$ cat config.mk
export PLATFORM = sky130hd
export DESIGN_NAME = uart_mvm
export DESIGN_NICKNAME = d
export VERILOG_FILES = /design/src/rtl/uart_mvm_pkg.sv /design/src/rtl/uart_mvm_rx.sv /design/src/rtl/uart_mvm.sv
export SDC_FILE = /design/constraint.sdc
export NUM_CORES = 1
export LEC_CHECK = 0
export CORE_ASPECT_RATIO = 0.75
export CORE_MARGIN = 10
export CORE_UTILIZATION = 55
export CTS_CLUSTER_DIAMETER = 80
export DETAILED_ROUTE_END_ITERATION = 12
export PLACE_DENSITY = 0.8
export SLEW_MARGIN = 30
export SYNTH_ARGS = -nofsm -noshare
export SYNTH_HDL_FRONTEND = slang
export SYNTH_HIERARCHICAL = 1
export SYNTH_SLANG_ARGS = --single-unit
$ cat constraint.sdc
create_clock -name clk -period 14.7 [get_ports clk]
set_clock_uncertainty 0.05 [all_clocks]
set_input_delay 2.94 -clock clk [delete_from_list [all_inputs] [get_ports clk]]
set_output_delay 2.94 -clock clk [all_outputs]
set_load 0.03 [all_outputs]
$ cat src/rtl/uart_mvm_pkg.sv
// Shared types, widths and helpers for the UART matrix-vector multiplier.
// Latency: none (types, constants and a combinational function only).
// Backpressure: none.
package uart_mvm_pkg;

   typedef enum logic [2:0] {
      LOAD    = 3'd0,
      COMPUTE = 3'd1,
      SEND    = 3'd2
   } state_t;

   localparam int ELEM_W = 8;
   localparam int ACC_W  = 18;
   localparam int Y_W    = 16;

   localparam logic signed [ACC_W-1:0] Y_MAX = 18'sd32767;
   localparam logic signed [ACC_W-1:0] Y_MIN = -18'sd32768;

   // Clamp an accumulator value into the int16 range.
   function automatic logic [Y_W-1:0] sat16(input logic signed [ACC_W-1:0] a);
      if (a > Y_MAX)
         return 16'h7FFF;
      else if (a < Y_MIN)
         return 16'h8000;
      else
         return a[Y_W-1:0];
   endfunction

endpackage

$ cat src/rtl/uart_mvm_rx.sv
// 2-FF synchronizer plus 8N1 UART receiver with mid-bit sampling and glitch rejection.
// Latency: valid pulses about half a bit time into the stop bit (plus 2 sync cycles).
// Backpressure: none; each byte is presented for one cycle and must be taken then.
module uart_rx #(
   parameter int CLKS_PER_BIT = 87
) (
   input  logic       clk,
   input  logic       rst,
   input  logic       clr,
   input  logic       rx,
   output logic [7:0] data,
   output logic       valid,
   output logic       frame_err,
   output logic       active
);

   localparam int CW   = $clog2(CLKS_PER_BIT);
   localparam int HALF = CLKS_PER_BIT / 2;

   typedef enum logic [1:0] {R_IDLE, R_START, R_DATA, R_STOP} rx_state_t;

   rx_state_t       state, state_nxt;
   logic            rx_meta, rx_sync, rx_prev;
   logic [CW-1:0]   cnt;
   logic [2:0]      bit_idx;
   logic [7:0]      shreg;
   logic            tick_half, tick_full;

   assign tick_half = (cnt == CW'(HALF - 1));
   assign tick_full = (cnt == CW'(CLKS_PER_BIT - 1));
   assign active    = (state != R_IDLE);

   // State register.
   always_ff @(posedge clk or posedge rst) begin
      if (rst)
         state <= R_IDLE;
      else
         state <= state_nxt;
   end

   // Next-state: falling edge starts a frame, a high start bit at mid-bit aborts it.
   always_comb begin
      state_nxt = state;
      if (clr) begin
         state_nxt = R_IDLE;
      end else begin
         case (state)
            R_IDLE:  if (rx_prev && !rx_sync) state_nxt = R_START;
            R_START: if (tick_half) state_nxt = rx_sync ? R_IDLE : R_DATA;
            R_DATA:  if (tick_full && bit_idx == 3'd7) state_nxt = R_STOP;
            R_STOP:  if (tick_full) state_nxt = R_IDLE;
            default: state_nxt = R_IDLE;
         endcase
      end
   end

   // Synchronizer, bit timer, shift register and result pulses.
   always_ff @(posedge clk or posedge rst) begin
      if (rst) begin
         rx_meta   <= 1'b1;
         rx_sync   <= 1'b1;
         rx_prev   <= 1'b1;
         cnt       <= '0;
         bit_idx   <= '0;
         shreg     <= '0;
         data      <= '0;
         valid     <= 1'b0;
         frame_err <= 1'b0;
      end else begin
         rx_meta   <= rx;
         rx_sync   <= rx_meta;
         rx_prev   <= rx_sync;
         valid     <= 1'b0;
         frame_err <= 1'b0;
         if (clr) begin
            cnt     <= '0;
            bit_idx <= '0;
         end else begin
            case (state)
               R_START: cnt <= tick_half ? '0 : cnt + CW'(1);
               R_DATA: begin
                  if (tick_full) begin
                     cnt     <= '0;
                     shreg   <= {rx_sync, shreg[7:1]};
                     bit_idx <= bit_idx + 3'd1;
                  end else begin
                     cnt <= cnt + CW'(1);
                  end
               end
               R_STOP: begin
                  if (tick_full) begin
                     cnt <= '0;
                     if (rx_sync) begin
                        data  <= shreg;
                        valid <= 1'b1;
                     end else begin
                        frame_err <= 1'b1;
                     end
                  end else begin
                     cnt <= cnt + CW'(1);
                  end
               end
               default: begin
                  cnt     <= '0;
                  bit_idx <= '0;
               end
            endcase
         end
      end
   end

endmodule

$ cat src/rtl/uart_mvm.sv
// UART-attached NxN int8 matrix-vector multiplier (y = A*x, int16 saturated results).
// Latency: N*N compute cycles after the last payload byte, then 2N back-to-back TX bytes.
// Backpressure: none; RX bytes arriving while busy (COMPUTE/SEND) are dropped.
module uart_mvm
   import uart_mvm_pkg::*;
#(
   parameter int N            = 4,
   parameter int CLKS_PER_BIT = 87
) (
   input  logic       clk,
   input  logic       rst,
   input  logic       ena,
   input  logic [7:0] ui_in,
   output logic [7:0] uo_out,
   input  logic [7:0] uio_in,
   output logic [7:0] uio_out,
   output logic [7:0] uio_oe
);

   localparam int TOTAL = N * N + N;
   localparam int BC_W  = $clog2(TOTAL + 1);
   localparam int RC_W  = $clog2(N);
   localparam int NB    = 2 * N;
   localparam int TI_W  = $clog2(NB + 1);
   localparam int CW    = $clog2(CLKS_PER_BIT);

   state_t                     state, state_nxt;
   logic                       soft_clr;
   logic [7:0]                 rx_data;
   logic                       rx_valid, rx_ferr, rx_active;
   logic [BC_W-1:0]            byte_cnt;
   logic [ELEM_W-1:0]          mem [TOTAL];
   logic [RC_W-1:0]            ri, rj;
   logic [BC_W-1:0]            a_idx, x_idx;
   logic signed [2*ELEM_W-1:0] prod;
   logic signed [ACC_W-1:0]    acc, acc_sum;
   logic [Y_W-1:0]             y [N];
   logic                       done, frame_err, busy, tx;
   logic [9:0]                 tx_shift;
   logic [3:0]                 tx_bits;
   logic [CW-1:0]              tx_cnt;
   logic [TI_W-1:0]            tx_idx;
   logic [RC_W-1:0]            y_sel;
   logic [7:0]                 tx_byte;
   logic                       load_last, mac_last, tx_bit_end, send_last;
   logic                       unused_ok;

   assign soft_clr  = ui_in[0];
   assign unused_ok = &{1'b0, ena, ui_in[7:4], ui_in[2:1], uio_in};

   uart_rx #(.CLKS_PER_BIT(CLKS_PER_BIT)) u_rx (
      .clk       (clk),
      .rst       (rst),
      .clr       (soft_clr),
      .rx        (ui_in[3]),
      .data      (rx_data),
      .valid     (rx_valid),
      .frame_err (rx_ferr),
      .active    (rx_active)
   );

   assign a_idx   = BC_W'(ri) * BC_W'(N) + BC_W'(rj);
   assign x_idx   = BC_W'(N * N) + BC_W'(rj);
   assign prod    = $signed(mem[a_idx]) * $signed(mem[x_idx]);
   assign acc_sum = acc + {{(ACC_W - 2*ELEM_W){prod[2*ELEM_W-1]}}, prod};

   assign y_sel   = tx_idx[RC_W:1];
   assign tx_byte = tx_idx[0] ? y[y_sel][15:8] : y[y_sel][7:0];

   assign load_last  = (state == LOAD) && rx_valid && (byte_cnt == BC_W'(TOTAL - 1));
   assign mac_last   = (state == COMPUTE) && (ri == RC_W'(N - 1)) && (rj == RC_W'(N - 1));
   assign tx_bit_end = (tx_bits != 4'd0) && (tx_cnt == CW'(CLKS_PER_BIT - 1));
   assign send_last  = (state == SEND) && tx_bit_end && (tx_bits == 4'd1) && (tx_idx == TI_W'(NB));

   assign busy    = (state != LOAD);
   assign tx      = tx_shift[0] | soft_clr;
   assign uo_out  = {state, tx, rx_active, frame_err, done, busy};
   assign uio_out = '0;
   assign uio_oe  = '0;

   // State register.
   always_ff @(posedge clk or posedge rst) begin
      if (rst)
         state <= LOAD;
      else
         state <= state_nxt;
   end

   // Next-state: payload complete -> compute -> send -> back to load.
   always_comb begin
      state_nxt = state;
      if (soft_clr) begin
         state_nxt = LOAD;
      end else begin
         case (state)
            LOAD:    if (load_last) state_nxt = COMPUTE;
            COMPUTE: if (mac_last)  state_nxt = SEND;
            SEND:    if (send_last) state_nxt = LOAD;
            default: state_nxt = LOAD;
         endcase
      end
   end

   // Payload storage, byte counter and sticky status flags.
   always_ff @(posedge clk or posedge rst) begin
      if (rst) begin
         for (int i = 0; i < TOTAL; i++) mem[i] <= '0;
         byte_cnt  <= '0;
         done      <= 1'b0;
         frame_err <= 1'b0;
      end else begin
         if (rx_ferr) frame_err <= 1'b1;
         if (soft_clr) begin
            byte_cnt  <= '0;
            done      <= 1'b0;
            frame_err <= 1'b0;
         end else begin
            if (state == LOAD && rx_valid) begin
               mem[byte_cnt] <= rx_data;
               byte_cnt      <= byte_cnt + BC_W'(1);
               done          <= 1'b0;
            end
            if (send_last) begin
               done     <= 1'b1;
               byte_cnt <= '0;
            end
         end
      end
   end

   // One MAC per cycle; saturate and store at the end of each row.
   always_ff @(posedge clk or posedge rst) begin
      if (rst) begin
         ri  <= '0;
         rj  <= '0;
         acc <= '0;
         for (int i = 0; i < N; i++) y[i] <= '0;
      end else if (soft_clr) begin
         ri  <= '0;
         rj  <= '0;
         acc <= '0;
      end else if (state == COMPUTE) begin
         if (rj == RC_W'(N - 1)) begin
            y[ri] <= sat16(acc_sum);
            acc   <= '0;
            rj    <= '0;
            ri    <= (ri == RC_W'(N - 1)) ? '0 : ri + RC_W'(1);
         end else begin
            acc <= acc_sum;
            rj  <= rj + RC_W'(1);
         end
      end
   end

   // Transmitter: frames are chained so the next start bit follows the stop bit directly.
   always_ff @(posedge clk or posedge rst) begin
      if (rst) begin
         tx_shift <= '1;
         tx_bits  <= '0;
         tx_cnt   <= '0;
         tx_idx   <= '0;
      end else if (soft_clr) begin
         tx_shift <= '1;
         tx_bits  <= '0;
         tx_cnt   <= '0;
         tx_idx   <= '0;
      end else if (mac_last) begin
         tx_shift <= {1'b1, tx_byte, 1'b0};
         tx_bits  <= 4'd10;
         tx_cnt   <= '0;
         tx_idx   <= tx_idx + TI_W'(1);
      end else if (tx_bits != 4'd0) begin
         if (tx_bit_end) begin
            tx_cnt <= '0;
            if (tx_bits == 4'd1 && tx_idx != TI_W'(NB)) begin
               tx_shift <= {1'b1, tx_byte, 1'b0};
               tx_bits  <= 4'd10;
               tx_idx   <= tx_idx + TI_W'(1);
            end else begin
               tx_shift <= {1'b1, tx_shift[9:1]};
               tx_bits  <= tx_bits - 4'd1;
               if (tx_bits == 4'd1) tx_idx <= '0;
            end
         end else begin
            tx_cnt <= tx_cnt + CW'(1);
         end
      end
   end

endmodule

* After elaboration in Yosys (flattened, before gate mapping)
Index checks and enable logic that the tools add are counted.
** Storage, ports and cells
- Register bits :: 314
- Input bits :: 19
- Output and inout bits :: 24
** Operators by class
- Add/subtract/negate cells :: 11
- Multipliers :: 1
- $lt $le $gt $ge :: 9
- Equal/unequal tests :: 24
- Muxes and demuxes :: 86
- Bitwise logic cells :: 7
- Reduce and logical (&&, ||, !) cells :: 38
** Operator list (count)
- 160-bit bitwise mux :: 1
- 16-bit two-way mux :: 8
- 8-bit binary-select mux with 5-bit select :: 2
- 64-bit bitwise mux :: 1
- 18-bit two-way mux :: 3
- 7-bit two-way mux :: 7
- 8-bit two-way mux :: 6
- 4-bit two-way mux :: 11
- 8-bit demux with 5-bit select :: 1
- 10-bit two-way mux :: 4
- 16-bit binary-select mux with 2-bit select :: 1
- 16-bit demux with 2-bit select :: 1
- 2-bit two-way mux :: 13
- 18-bit adder :: 1
- 6-bit >= comparator, second input constant :: 3
- 18-bit by 16-bit > comparator with 1-bit output, second input constant :: 1
- 18-bit by 16-bit < comparator with 1-bit output, second input constant :: 1
- 3-bit two-way mux :: 6
- 5-bit NOT with 6-bit output :: 3
- 8-bit by 8-bit multiplier with 16-bit output :: 1
- 5-bit two-way mux :: 3
- 3-bit by 2-bit inequality test with 1-bit output, second input constant :: 5
- 7-bit by 1-bit adder with 7-bit output, second input constant :: 2
- 7-bit equality test, second input constant :: 2
- 42 further kinds :: 89

* Depth between registers and ports, before layout
- Depth after elaboration :: 14
- Depth in mapped cells :: 34

* Hierarchy
Netlist, hierarchy kept.
** By module, submodules not included
- uart_mvm :: times used 1, cells an instance 1382, area an instance 16163.0 um^2, sequential area each 6993.0 um^2
- uart_rx :: times used 1, cells an instance 118, area an instance 1549.0 um^2, sequential area each 829.5 um^2

* Least setup slack after synthesis
OpenSTA, ideal clock, no wires.
- Path kind :: register to register
- From :: reg rj[0]
- To :: reg y[18] (netlist name)
- Library setup time :: 0.123 ns
- Arrival time :: 8.054 ns
- Path slack :: 6.472 ns
- Stages on the path, launching flop included :: 31
- Path buffers :: 4
- Cells stage by stage :: dfrtp_1 > buf_2 > buf_1 > mux4_2 > mux4_2 > or2_2 > fa_1 > fa_1 > inv_1 > fa_1 > inv_1 > fa_1 > inv_1 > ha_1 > a21oi_1 > o21bai_1 > a21oi_1 > o21bai_1 > a21oi_1 > nand3b_1 > nand3_1 > ha_1 > and3_1 > a221oi_2 > nand2_1 > a31oi_4 > xnor3_2 > buf_6 > buf_6 > a21oi_4 > o21ai_1
** Between the ends
- Word-level cells in the longest chain between the ends :: 14
- Elaborated cells between the ends (all ways) :: 22
- Classes of those cells :: add/sub: 3; mul: 1; order compare: 2; eq/ne: 1; mux: 12; bitwise: 2; reduce/logical: 1
** RTL lines
- start, declared :: RTL line uart_mvm.sv:33 : logic [RC_W-1:0] ri, rj;
- start signal, assigned :: RTL line uart_mvm.sv:150 : rj <= rj + RC_W'(1);
- 5-bit by 2-bit adder with 5-bit output or 4-bit by 2-bit adder with 5-bit output (tied branches) :: RTL line uart_mvm.sv:63, uart_mvm.sv:62
- 5-bit NOT with 6-bit output (implied by the code) :: RTL line uart_mvm.sv:64 : assign prod = $signed(mem[a_idx]) * $signed(mem[x_idx]);
- 8-bit binary-select mux with 5-bit select :: RTL line uart_mvm.sv:64
- 8-bit two-way mux (implied by the code) (2 in series) :: RTL line uart_mvm.sv:64
- 8-bit by 8-bit multiplier with 16-bit output :: RTL line uart_mvm.sv:64
- 18-bit adder :: RTL line uart_mvm.sv:65 : assign acc_sum = acc + {{(ACC_W - 2*ELEM_W){prod[2*ELEM_W-1]}}, prod};
- 18-bit by 16-bit < comparator with 1-bit output :: RTL line uart_mvm_pkg.sv:23 : else if (a < Y_MIN)
- 16-bit two-way mux :: RTL line uart_mvm_pkg.sv:23
- 16-bit two-way mux :: RTL line uart_mvm_pkg.sv:21 : if (a > Y_MAX)
- 16-bit two-way mux :: RTL line uart_mvm.sv:143 : if (rj == RC_W'(N - 1)) begin
- 16-bit two-way mux :: RTL line uart_mvm.sv:142 : end else if (state == COMPUTE) begin
- 16-bit two-way mux :: RTL line uart_mvm.sv:138 : end else if (soft_clr) begin
- 64-bit bitwise mux :: RTL line uart_mvm.sv:144 : y[ri] <= sat16(acc_sum);
- end signal, assigned by index :: RTL line uart_mvm.sv:144
- end, declared :: RTL line uart_mvm.sv:37 : logic [Y_W-1:0] y [N];
Several ways; a longest one is shown, not always the timed one. The select of a mux whose other input is x is not followed.
A chain may end at the register's enable or synchronous reset.

* Final worst setup path
- From :: reg rj[0]
- To :: reg y[44] (netlist name)
The elaborated chain is that of the path after synthesis.

==> results by group <==
Status
  – Status: finished, final reports clean

Global routing
  – Total congestion overflow after global routing: 0
  – Number of antenna violations at the first check in global routing: 1
  – Total routing resource utilization after global routing: 19.2%
  – Wire length of the first global-routing pass: 62,800 um
  – Number of global-route vias before repair: 12,000
  – Pin count of the biggest net entering global routing: 155

Floorplanning
  – Initial cell density of the core: 56.2%
  – Number of top-level pins: 43
  – Die Wd: 227 um
  – Number of cell rows: 56
  – Die height: 175 um
  – Die area: 39,900 um^2
  – Area of the core: 31,500 um^2

STA
  – Final Critical Period: 9.35 ns
  – Headroom to the max-slew limit: 37.2%
  – Final hold violation count: 0
  – Final total negative setup slack: 0 ns
  – Worst Max-Slew Pin Slew: 0.940 ns
  – RSZ-0062 raised after global routing: false
  – Final setup vio count: 0
  – Highest attainable clock frequency: 107 MHz
  – Count of pins over their slew limit: 0
  – Part of the cycle the worst path needs: 63.6%

Hold path
  – Hold/Removal Path Class: flop to flop
  – Cells on Worst Hold Path: 0

Clock tree
  – Worst-Skew Late Latency: 0.57 ns
  – Reg clk slew, reported paths: 0.07 ns
  – Hold-fix buffers at CTS: 0
  – CTS tree: done
  – Max H-tree Level: 1
  – Post-CTS Resized: 0
  – Maximum buffer depth of the clock tree: 3
  – Inserted Clock Buffers: 28
  – Clock Tree Root: sky130_fd_sc_hd__clkbuf_16
  – Number of post-CTS setup repair buffers: 0
  – TritonCTS sink count: 312

Setup path
  – Required time at the endpoint of the critical path: 15.05 ns
  – Register-to-Register Path Depth: 27
  – Crit path DAT: 9.70 ns
  – Startpoint-to-endpoint class of the critical path: flop to flop
  – Endpoint class of the critical path: flop
  – Type of element launching the critical path: flop
  – Maximum fanout encountered on the critical timing path: 44

Logic synthesis
  – Number of synthesized register bits: 312
  – Biggest area contributors in the synthesized netlist: sky130_fd_sc_hd__dfrtp_1 (42%), sky130_fd_sc_hd__mux2_2 (11%), sky130_fd_sc_hd__mux4_2 (8.0%), sky130_fd_sc_hd__fa_1 (6.3%), sky130_fd_sc_hd__ha_1 (4.6%)
  – Most common library cells after synthesis: sky130_fd_sc_hd__dfrtp_1 (300), sky130_fd_sc_hd__mux2_2 (170), sky130_fd_sc_hd__nand2_1 (156)
  – Warning count from the yosys run: 6
  – Count of flip-flops with a built-in enable after synthesis: 0
  – Post-synthesis cell type with the largest combined area: sky130_fd_sc_hd__dfrtp_1
  – Top cell type's share of synthesized area: 42.4%
  – Most frequently used flop master after synthesis: sky130_fd_sc_hd__dfrtp_1
  – Post-synthesis instance total: 1,500
  – Most instantiated library cell after synthesis: sky130_fd_sc_hd__dfrtp_1
  – Total standard cell area after synthesis: 17,700 um^2
  – Synth unique cells: 73
  – Average footprint of a synthesized cell: 11.8 um^2
  – Async S/R FF share, synth: 100%
  – Sequential cell area fraction in the yosys report: 44.2%

Routing
  – Antenna-violating nets left: 0
  – Initial DRC Count: 895
  – Final routed wire length divided by cell count: 19.6 um
  – First-pass detailed-route iteration total: 6
  – Count of unresolved DRC violations after routing: 0
  – Wire length reported by the detailed router: 37,400 um
  – Number of vias per cell: 5.93
  – Total number of vias: 11,300

Cells and area
  – Fraction of layout instances using a drive strength above 1: 22.6%
  – Count of filler cells inserted in the layout: 2,390
  – Number of nets in the layout: 1,621
  – Syn-to-layout area delta: 7.13%
  – Antenna diode instance count: 0

Placement
  – Estimated wirelength of the detail-placed design: 25,600 um
  – IO Port Bufs: 10
  – Placer's final routability congestion estimate: 0.826

Pwr
  – Worst ir drop on vdd: 0.0873 mV
  – Tot Pwr: 1.66 mW
  – Static leakage power: 8.96 nW
  – Power per cell area: 87.6 nW/um^2

Run
  – # Max-Cap Violations: 0
[layer usage]
metal  global-route usage (%)  share of wire (%)  vias to the layer above  wire, um
li1                         -                  -                     5145         -
met1                     26.5                 45                     5792     16700
met2                     31.2                 48                      309     17900
met3                     3.31                5.4                       68      2040
met4                     4.79                2.3                        2       850
met5                        0              0.035                        -        13
[sequential cells by signal, indices dropped and copies added, names as in the netlist, 3 cells and up]
| register | cells |
|---|---|
| mem | 160 |
| u_rx/shreg | 8 |
| u_rx/bit_idx | 3 |
| acc | 18 |
| u_rx/data | 8 |
| u_rx/cnt | 7 |
| y | 64 |
| tx_idx | 4 |
| byte_cnt | 5 |
| tx_cnt | 7 |
| tx_bits | 4 |
| tx_shift | 9 |
[cells in the final DEF (no fill, tap or decap), types with 11 or more instances in the layout]
cell type	instances
sky130_fd_sc_hd__xnor2_1	26
sky130_fd_sc_hd__inv_1	107
sky130_fd_sc_hd__buf_4	11
sky130_fd_sc_hd__ha_1	65
sky130_fd_sc_hd__o21ai_0	67
sky130_fd_sc_hd__nor2_1	52
sky130_fd_sc_hd__nand2b_1	13
sky130_fd_sc_hd__nand3_1	20
sky130_fd_sc_hd__and2_1	52
sky130_fd_sc_hd__a21oi_1	52
sky130_fd_sc_hd__fa_1	56
sky130_fd_sc_hd__o21ai_1	32
sky130_fd_sc_hd__dfstp_2	12
sky130_fd_sc_hd__nand2_1	156
sky130_fd_sc_hd__xor2_1	12
sky130_fd_sc_hd__mux4_2	63
sky130_fd_sc_hd__clkbuf_16	28
sky130_fd_sc_hd__mux2_2	170
sky130_fd_sc_hd__a22o_1	12
sky130_fd_sc_hd__dfrtp_1	298
sky130_fd_sc_hd__conb_1	17
[worst paths after layout]
path,from,endpoint,slack (ns)
setup reg to reg,rj[0]$_DFFE_PP0P_,y[44]$_DFFE_PP0P_,5.35
max in group asynchronous,rst,y[45]$_DFFE_PP0P_,9.61
min in group asynchronous,rst,u_rx/shreg[5]$_DFFE_PP0P_,2.89
hold / removal,u_rx/rx_meta$_DFF_PP1_,u_rx/rx_sync$_DFF_PP1_,0.31
hold reg to reg,u_rx/rx_meta$_DFF_PP1_,u_rx/rx_sync$_DFF_PP1_,0.31
setup / recovery,rj[0]$_DFFE_PP0P_,y[44]$_DFFE_PP0P_,5.35
[cells by family (layout without fill, tap and decap cells)]
kind of cell | Yosys count | count (layout) | share of synthesized area (%)
simple gates | 354 | 354 | 9.78
flops | 312 | 312 | 44.2
mux | 244 | 244 | 19.7
compound gates | 233 | 233 | 8.56
buf+inv | 196 | 181 | 4.87
fa+ha+maj | 121 | 121 | 10.9
xor+xnor | 39 | 39 | 2.01
other cells | 1 | 17 | 0.0212
[cell type report]
| type | count | area [um^2] | area share, % |
|---|---|---|---|
| inverter | 110 | 425 | 2.24 |
| clock buffer | 37 | 785 | 4.13 |
| sequential | 312 | 7830 | 41.2 |
| multi-input combinational | 1008 | 9090 | 47.9 |
| timing repair buffer | 21 | 183 | 0.963 |
| tap | 406 | 508 | 2.68 |
| clock inverter | 13 | 163 | 0.857 |
[worst max-delay path, cell delays in order (launching register included)]
cell,delay (ns)
sky130_fd_sc_hd__dfrtp_2,0.35
sky130_fd_sc_hd__buf_4,0.61
sky130_fd_sc_hd__mux4_2,0.67
sky130_fd_sc_hd__mux4_2,0.58
sky130_fd_sc_hd__or2_2,0.32
sky130_fd_sc_hd__fa_1,0.51
sky130_fd_sc_hd__fa_1,0.55
sky130_fd_sc_hd__inv_1,0.05
sky130_fd_sc_hd__fa_1,0.52
sky130_fd_sc_hd__inv_1,0.05
sky130_fd_sc_hd__fa_1,0.53
sky130_fd_sc_hd__inv_1,0.04
sky130_fd_sc_hd__ha_1,0.34
sky130_fd_sc_hd__a21oi_1,0.22
sky130_fd_sc_hd__o21bai_1,0.09
sky130_fd_sc_hd__a21oi_1,0.21
sky130_fd_sc_hd__o21bai_1,0.10
sky130_fd_sc_hd__a21oi_1,0.24
sky130_fd_sc_hd__nand3b_1,0.14
sky130_fd_sc_hd__nand3_1,0.11
sky130_fd_sc_hd__ha_1,0.35
sky130_fd_sc_hd__and3_1,0.24
sky130_fd_sc_hd__a221oi_2,0.24
sky130_fd_sc_hd__nand2_1,0.16
sky130_fd_sc_hd__a31oi_4,0.24
sky130_fd_sc_hd__xnor3_2,0.68
sky130_fd_sc_hd__o21bai_2,0.76
sky130_fd_sc_hd__o21ai_0,0.17
[per-stage QoR]
step,cells,util [%],hold WS (ns),cell area [um^2],worst slack [ns]
2_1_floorplan,1516,-,0.295,17800,4.03
3_3_place_gp,1857,57.2,0.297,18000,5.43
3_5_place_dp,1857,57.2,0.302,18000,5.32
4_1_cts,1907,60.2,0.312,19000,5.31
5_1_grt,1907,60.2,0.317,19000,4.77
6_report,1907,60.2,0.313,19000,5.35
[report_power, final]
group	total, mW	switching [mW]	internal [mW]
Clock	0.757	0.328	0.430
Sequential	0.864	0.00317	0.861
Combinational	0.0404	0.0335	0.00688
No activity file was read; power rests on OpenSTA's default activity.
